===== src/rtl/traffic_cmd_deser.sv =====
// Byte-stream command deserializer for the traffic-light controller: assembles
// 5-byte frames (A5, op, hi, lo, chk), validates them and emits command or error strobes.
package definitions_pkg;
    typedef enum logic [2:0] {
        CMD_ON           = 3'd0,
        CMD_OFF          = 3'd1,
        CMD_NOTRANSITION = 3'd2,
        CMD_GREEN_TIME   = 3'd3,
        CMD_RED_TIME     = 3'd4,
        CMD_YELLOW_TIME  = 3'd5
    } command_e;
endpackage

// Handshake: a byte transfers on a rising edge where byte_valid_i && byte_ready_o.
// byte_ready_o is 0 only while in reset, so the upstream link is never stalled.
module traffic_cmd_deser
    import definitions_pkg::*;
#(
    parameter logic [7:0] HEADER_BYTE   = 8'hA5,
    parameter int         TIMEOUT_TICKS = 200,
    parameter int         ERR_CNT_W     = 8
) (
    input  logic                 clk_2k_i,
    input  logic                 srst_n_i,
    input  logic [7:0]           byte_data_i,
    input  logic                 byte_valid_i,
    output logic                 byte_ready_o,
    output command_e             cmd_type_o,
    output logic                 cmd_valid_o,
    output logic [15:0]          cmd_data_o,
    output logic                 frame_err_o,
    output logic [1:0]           err_code_o,
    output logic [ERR_CNT_W-1:0] err_cnt_o
);

    localparam int TO_W = $clog2(TIMEOUT_TICKS + 1);

    localparam logic [1:0] ERR_CHECKSUM = 2'd1;
    localparam logic [1:0] ERR_OPCODE   = 2'd2;
    localparam logic [1:0] ERR_TIMEOUT  = 2'd3;

    typedef enum logic [2:0] {
        S_IDLE    = 3'd0,
        S_GET_OP  = 3'd1,
        S_GET_HI  = 3'd2,
        S_GET_LO  = 3'd3,
        S_GET_CHK = 3'd4
    } state_e;

    state_e                 state_q;
    logic                   byte_ready_q;
    logic [7:0]             op_q;
    logic [7:0]             hi_q;
    logic [7:0]             lo_q;
    logic [TO_W-1:0]        to_cnt_q;
    command_e               cmd_type_q;
    logic                   cmd_valid_q;
    logic [15:0]            cmd_data_q;
    logic                   frame_err_q;
    logic [1:0]             err_code_q;
    logic [ERR_CNT_W-1:0]   err_cnt_q;

    logic                   accept;
    logic                   chk_ok;
    logic                   to_hit;
    logic                   cmd_fire_d;
    logic                   err_fire_d;
    logic [1:0]             err_code_d;

    always_comb begin
        accept     = byte_valid_i && byte_ready_q;
        chk_ok     = (byte_data_i == (op_q ^ hi_q ^ lo_q));
        to_hit     = (to_cnt_q == TO_W'(TIMEOUT_TICKS));
        cmd_fire_d = 1'b0;
        err_fire_d = 1'b0;
        err_code_d = err_code_q;
        // Checksum is judged before the opcode; an accepted byte always beats the timeout.
        if (state_q == S_GET_CHK && accept) begin
            if (!chk_ok) begin
                err_fire_d = 1'b1;
                err_code_d = ERR_CHECKSUM;
            end else if (op_q > 8'd5) begin
                err_fire_d = 1'b1;
                err_code_d = ERR_OPCODE;
            end else begin
                cmd_fire_d = 1'b1;
            end
        end else if (state_q != S_IDLE && !accept && to_hit) begin
            err_fire_d = 1'b1;
            err_code_d = ERR_TIMEOUT;
        end
    end

    always_ff @(posedge clk_2k_i) begin
        if (!srst_n_i) begin
            state_q      <= S_IDLE;
            byte_ready_q <= 1'b0;
            op_q         <= '0;
            hi_q         <= '0;
            lo_q         <= '0;
            to_cnt_q     <= '0;
            cmd_type_q   <= CMD_ON;
            cmd_valid_q  <= 1'b0;
            cmd_data_q   <= '0;
            frame_err_q  <= 1'b0;
            err_code_q   <= '0;
            err_cnt_q    <= '0;
        end else begin
            byte_ready_q <= 1'b1;
            cmd_valid_q  <= cmd_fire_d;
            frame_err_q  <= err_fire_d;

            if (cmd_fire_d) begin
                cmd_type_q <= command_e'(op_q[2:0]);
                cmd_data_q <= {hi_q, lo_q};
            end

            if (err_fire_d) begin
                err_code_q <= err_code_d;
                if (err_cnt_q != {ERR_CNT_W{1'b1}}) begin
                    err_cnt_q <= err_cnt_q + 1'b1;
                end
            end

            if (state_q == S_IDLE) begin
                to_cnt_q <= '0;
                if (accept && byte_data_i == HEADER_BYTE) begin
                    state_q <= S_GET_OP;
                end
            end else if (accept) begin
                // Inside a frame every byte is payload, including HEADER_BYTE values.
                to_cnt_q <= '0;
                case (state_q)
                    S_GET_OP: begin
                        op_q    <= byte_data_i;
                        state_q <= S_GET_HI;
                    end
                    S_GET_HI: begin
                        hi_q    <= byte_data_i;
                        state_q <= S_GET_LO;
                    end
                    S_GET_LO: begin
                        lo_q    <= byte_data_i;
                        state_q <= S_GET_CHK;
                    end
                    default: begin
                        state_q <= S_IDLE;
                    end
                endcase
            end else if (to_hit) begin
                state_q  <= S_IDLE;
                to_cnt_q <= '0;
            end else begin
                to_cnt_q <= to_cnt_q + 1'b1;
            end
        end
    end

    assign byte_ready_o = byte_ready_q;
    assign cmd_type_o   = cmd_type_q;
    assign cmd_valid_o  = cmd_valid_q;
    assign cmd_data_o   = cmd_data_q;
    assign frame_err_o  = frame_err_q;
    assign err_code_o   = err_code_q;
    assign err_cnt_o    = err_cnt_q;

endmodule


===== config.mk =====
export PLATFORM = sky130hd
export DESIGN_NAME = traffic_cmd_deser
export DESIGN_NICKNAME = d
export VERILOG_FILES = /design/src/rtl/traffic_cmd_deser.sv
export SDC_FILE = /design/constraint.sdc
export NUM_CORES = 1
export LEC_CHECK = 0
export BUFFER_PORTS_ARGS = -buffer_cell sky130_fd_sc_hd__buf_4
export CORE_MARGIN = 4
export CORE_UTILIZATION = 51
export DETAILED_ROUTE_END_ITERATION = 8
export PLACE_DENSITY = 0.75
export RECOVER_POWER = 25
export SLEW_MARGIN = 20
export SYNTH_ARGS = -nofsm -noshare
export SYNTH_HDL_FRONTEND = slang
export SYNTH_SLANG_ARGS = --single-unit

===== constraint.sdc =====
create_clock -name clk_2k_i -period 1.7 [get_ports clk_2k_i]
set_input_delay 0.085 -clock clk_2k_i [delete_from_list [all_inputs] [get_ports clk_2k_i]]
set_output_delay 0.085 -clock clk_2k_i [all_outputs]
set_load 0.005 [all_outputs]

==> run metrics <==
sequential share of the synthesized area=43.3%; Max-Cap Viols=1; Antenna Violating Nets Remaining=0; CP Cell Sequence=a211o_1 -> nor4_4 -> buf_4 -> a2bb2oi_4 -> nor2b_2 -> a311o_1 -> and3b_1; P_leak=1.71 nW; Layout fillers=423; post-synthesis area per instance=10.0 um^2; Synth async-reset ratio=0%; reg2reg setup slack=-0.21 ns; vias per std cell=5.28; slowest CP cell=dfxtp_4; mux cell area share after synthesis=13.3%; Post-synth EDFFs=0; endpoints failing hold=0; Worst-Skew Late Latency=0.35 ns; Post-Synth Adder-Cell Area=1.21%; crit path time final=1.91 ns; xor/xnor share of the synthesized area=8.49%; first-pass GRT wire length=12,600 um; crit-path max cell delay=0.37 ns; Max Slew Vio Count=45; total CTS buffers=9; drt total wl=7710 um; critical path depth in cells=7; relative slew slack=-7.24%; die area=0.00738 mm^2; Core Footprint=0.00592 mm^2; final setup violating endpoints=30; initial core utilization=52.3%; crit share post-route=113%; Ports=43; Avg WL per Cell=15.7 um; Reg clk slew, reported paths=0.07 ns; fmax=522 MHz; worst min-delay path class=primary input to register; hold-fix buffers at CTS=0; Post-Synthesis Cell Area=0.00310 mm^2; Util after Layout=72.4%; buffers and inverters on the worst path=1; TritonRoute pass-1 iters=4; Diodes inserted=0; Syn Nets=323; most common cell after layout, fill and taps aside=buf_4; GP Congestion=0.809; Design Area, Final=0.00429 mm^2; YS warnings=0; r2r startpoint=op_q[2]; unrepaired setup endpoints after global routing=true; Yosys reg bits=67; number of remaining DRC errors=0; DR iter-0 viols=115; initial antenna violation count=0; worst reg2reg path depth=7; dpl ws=-0.266 ns; HPWL after DPL=4920 um; layout cells sized above 1=35.9%; Peak supply drop=0.464 mV; Worst setup SP type=register; placed cell area=0.00384 mm^2; Setup CP Type=register to register; Sink Count=67; die height=85.9 um; Top Family by Delay on Critical Path=compound AO/OA/AOI/OAI gates; total negative slack=-4.11 ns; largest net degree at the start of global routing=45; CTS tree=yes; port bufs=42; Layout area overhead=38.5%; Synth Area in Compound Gates=7.96%; Critical Path End=err_cnt_o[6]; final worst setup slack=-0.214 ns; main flop type after synthesis=dfxtp_1; CP Capture Type=register; P per Cell Area=727 mW/mm^2; row count=28; GRT overflow=0; Worst Path Max Fanout=6; reg2reg end=err_cnt_o[6]; crit path DAT=2.15 ns; Post-Synth Simple-Gate Area=23.5%; vias in the first global route=2,640; Fin Clk Skew=0.00634 ns; via count=2,589; largest family of logic cells by synthesized area=simple AND/OR/NAND/NOR gates; Least-Margin Pin Slew=1.61 ns; root buffer cell=clkbuf_8; most frequent cells in the layout=buf_4, dfxtp_1, mux2i_1, nor2b_1, nand2_1; Cell variety after synth=46; status=complete, but fails checks; GRT Overall Usage=22.0%; DIE WIDTH=85.9 um; clock tree buffer depth=2; worst path required time=1.94 ns; failing checks=capacitance limit, slew limit, setup timing; Setup crit start=op_q[2]; H-tree levels=3; Final #Nets=425; Cells after Synth=309
kinds of logic (layout without fill, tap and decap cells):
family	after synthesis	after routing
compound gates	30	30
xor+xnor	30	30
fa+ha+maj	3	3
buf+inv	16	122
flops	67	67
mux	41	41
simple gates	122	122
how the worst min path moves through the flow:
| stage | end | slack (ns) | start | cells after the start |
|---|---|---|---|---|
| 3_5_place_dp | byte_ready_o | 0.44 | srst_n_i | 1 |
| 2_1_floorplan | byte_ready_o | 0.11 | srst_n_i | 0 |
| 3_3_place_gp | byte_ready_o | 0.43 | srst_n_i | 1 |
| 4_1_cts | byte_ready_o | 0.06 | srst_n_i | 1 |
| 6_report | lo_q[0] | 0.14 | byte_data_i[0] | 4 |
| 5_1_grt | op_q[0] | 0.13 | byte_data_i[0] | 4 |
sequential cells by signal (all words and copies together) (netlist names):
signal	cells
cmd_data_o	16
err_cnt_o	8
hi_q	8
lo_q	8
op_q	8
to_cnt_q	8
cmd_type_o	3
state_q	3
err_code_o	2
byte_ready_o	1
cmd_valid_o	1
frame_err_o	1
worst reg2reg max path: stages (launching register included):
cell and delay, ns:
dfxtp_4 0.37, a211o_1 0.32, nor4_4 0.20, buf_4 0.19, a2bb2oi_4 0.24, nor2b_2 0.06
a311o_1 0.26, and3b_1 0.17
power breakdown:
group,total [mW],internal [mW],switching (mW)
logic,0.137,0.0688,0.0678
clock network,1.41,0.831,0.582
registers,1.57,1.57,0.000868
per-stage QoR:
stage               power (mW)  hold WS [ns]  instances
floorplan                 1.67         0.113        309
global placement          1.73         0.431        463
detailed placement        1.74         0.440        463
CTS                       3.14        0.0606        488
global route              3.21         0.132        490
finish                    3.12         0.136        490
layout make-up:
cell class                      instances  area (um^2)  area share (%)
Multi-Input combinational cell        226         1800            41.9
Sequential cell                        67         1360            31.6
Timing Repair Buffer                  103          808            18.9
Clock buffer                           14          183            4.26
Tap cell                               75         93.8            2.19
Clock inverter                          1         30.0           0.701
Inverter                                4         17.5           0.409
routing by layer:
layer	part of all wire, %	GRT usage, %	wire length, um	vias to the layer above
met5	0	0	0	-
met4	2.3	9.93	175	0
met3	6.8	4.42	522	17
met2	48	35.9	3680	90
met1	43	28.1	3330	1211
li1	-	-	-	1271
synthesized netlist by cell type, drive strengths merged, types with 5 or more instances:
| cell type | number | area share (%) |
|---|---|---|
| dfxtp | 67 | 43 |
| nor2 | 11 | 1.3 |
| and3 | 7 | 1.4 |
| nand4 | 5 | 1.0 |
| nand2b | 5 | 1.0 |
| mux2i | 41 | 13 |
| nor2b | 36 | 7.4 |
| a21boi | 11 | 2.7 |
| xor2 | 9 | 2.5 |
| xnor2 | 21 | 5.9 |
| nand2 | 22 | 2.7 |
| nand3 | 20 | 3.2 |
| clkbuf | 9 | 1.1 |
timing repair:
action | CTS | global route
buffers inserted | 9 | 3
pin swaps | 11 | 5
resized for setup | 29 | 5
cloned | 1 | 0
endpoints found under the hold margin | 0 | 0
setup endpoints to repair | 30 | 36
Note: power is estimated with default switching activity, not from simulation.
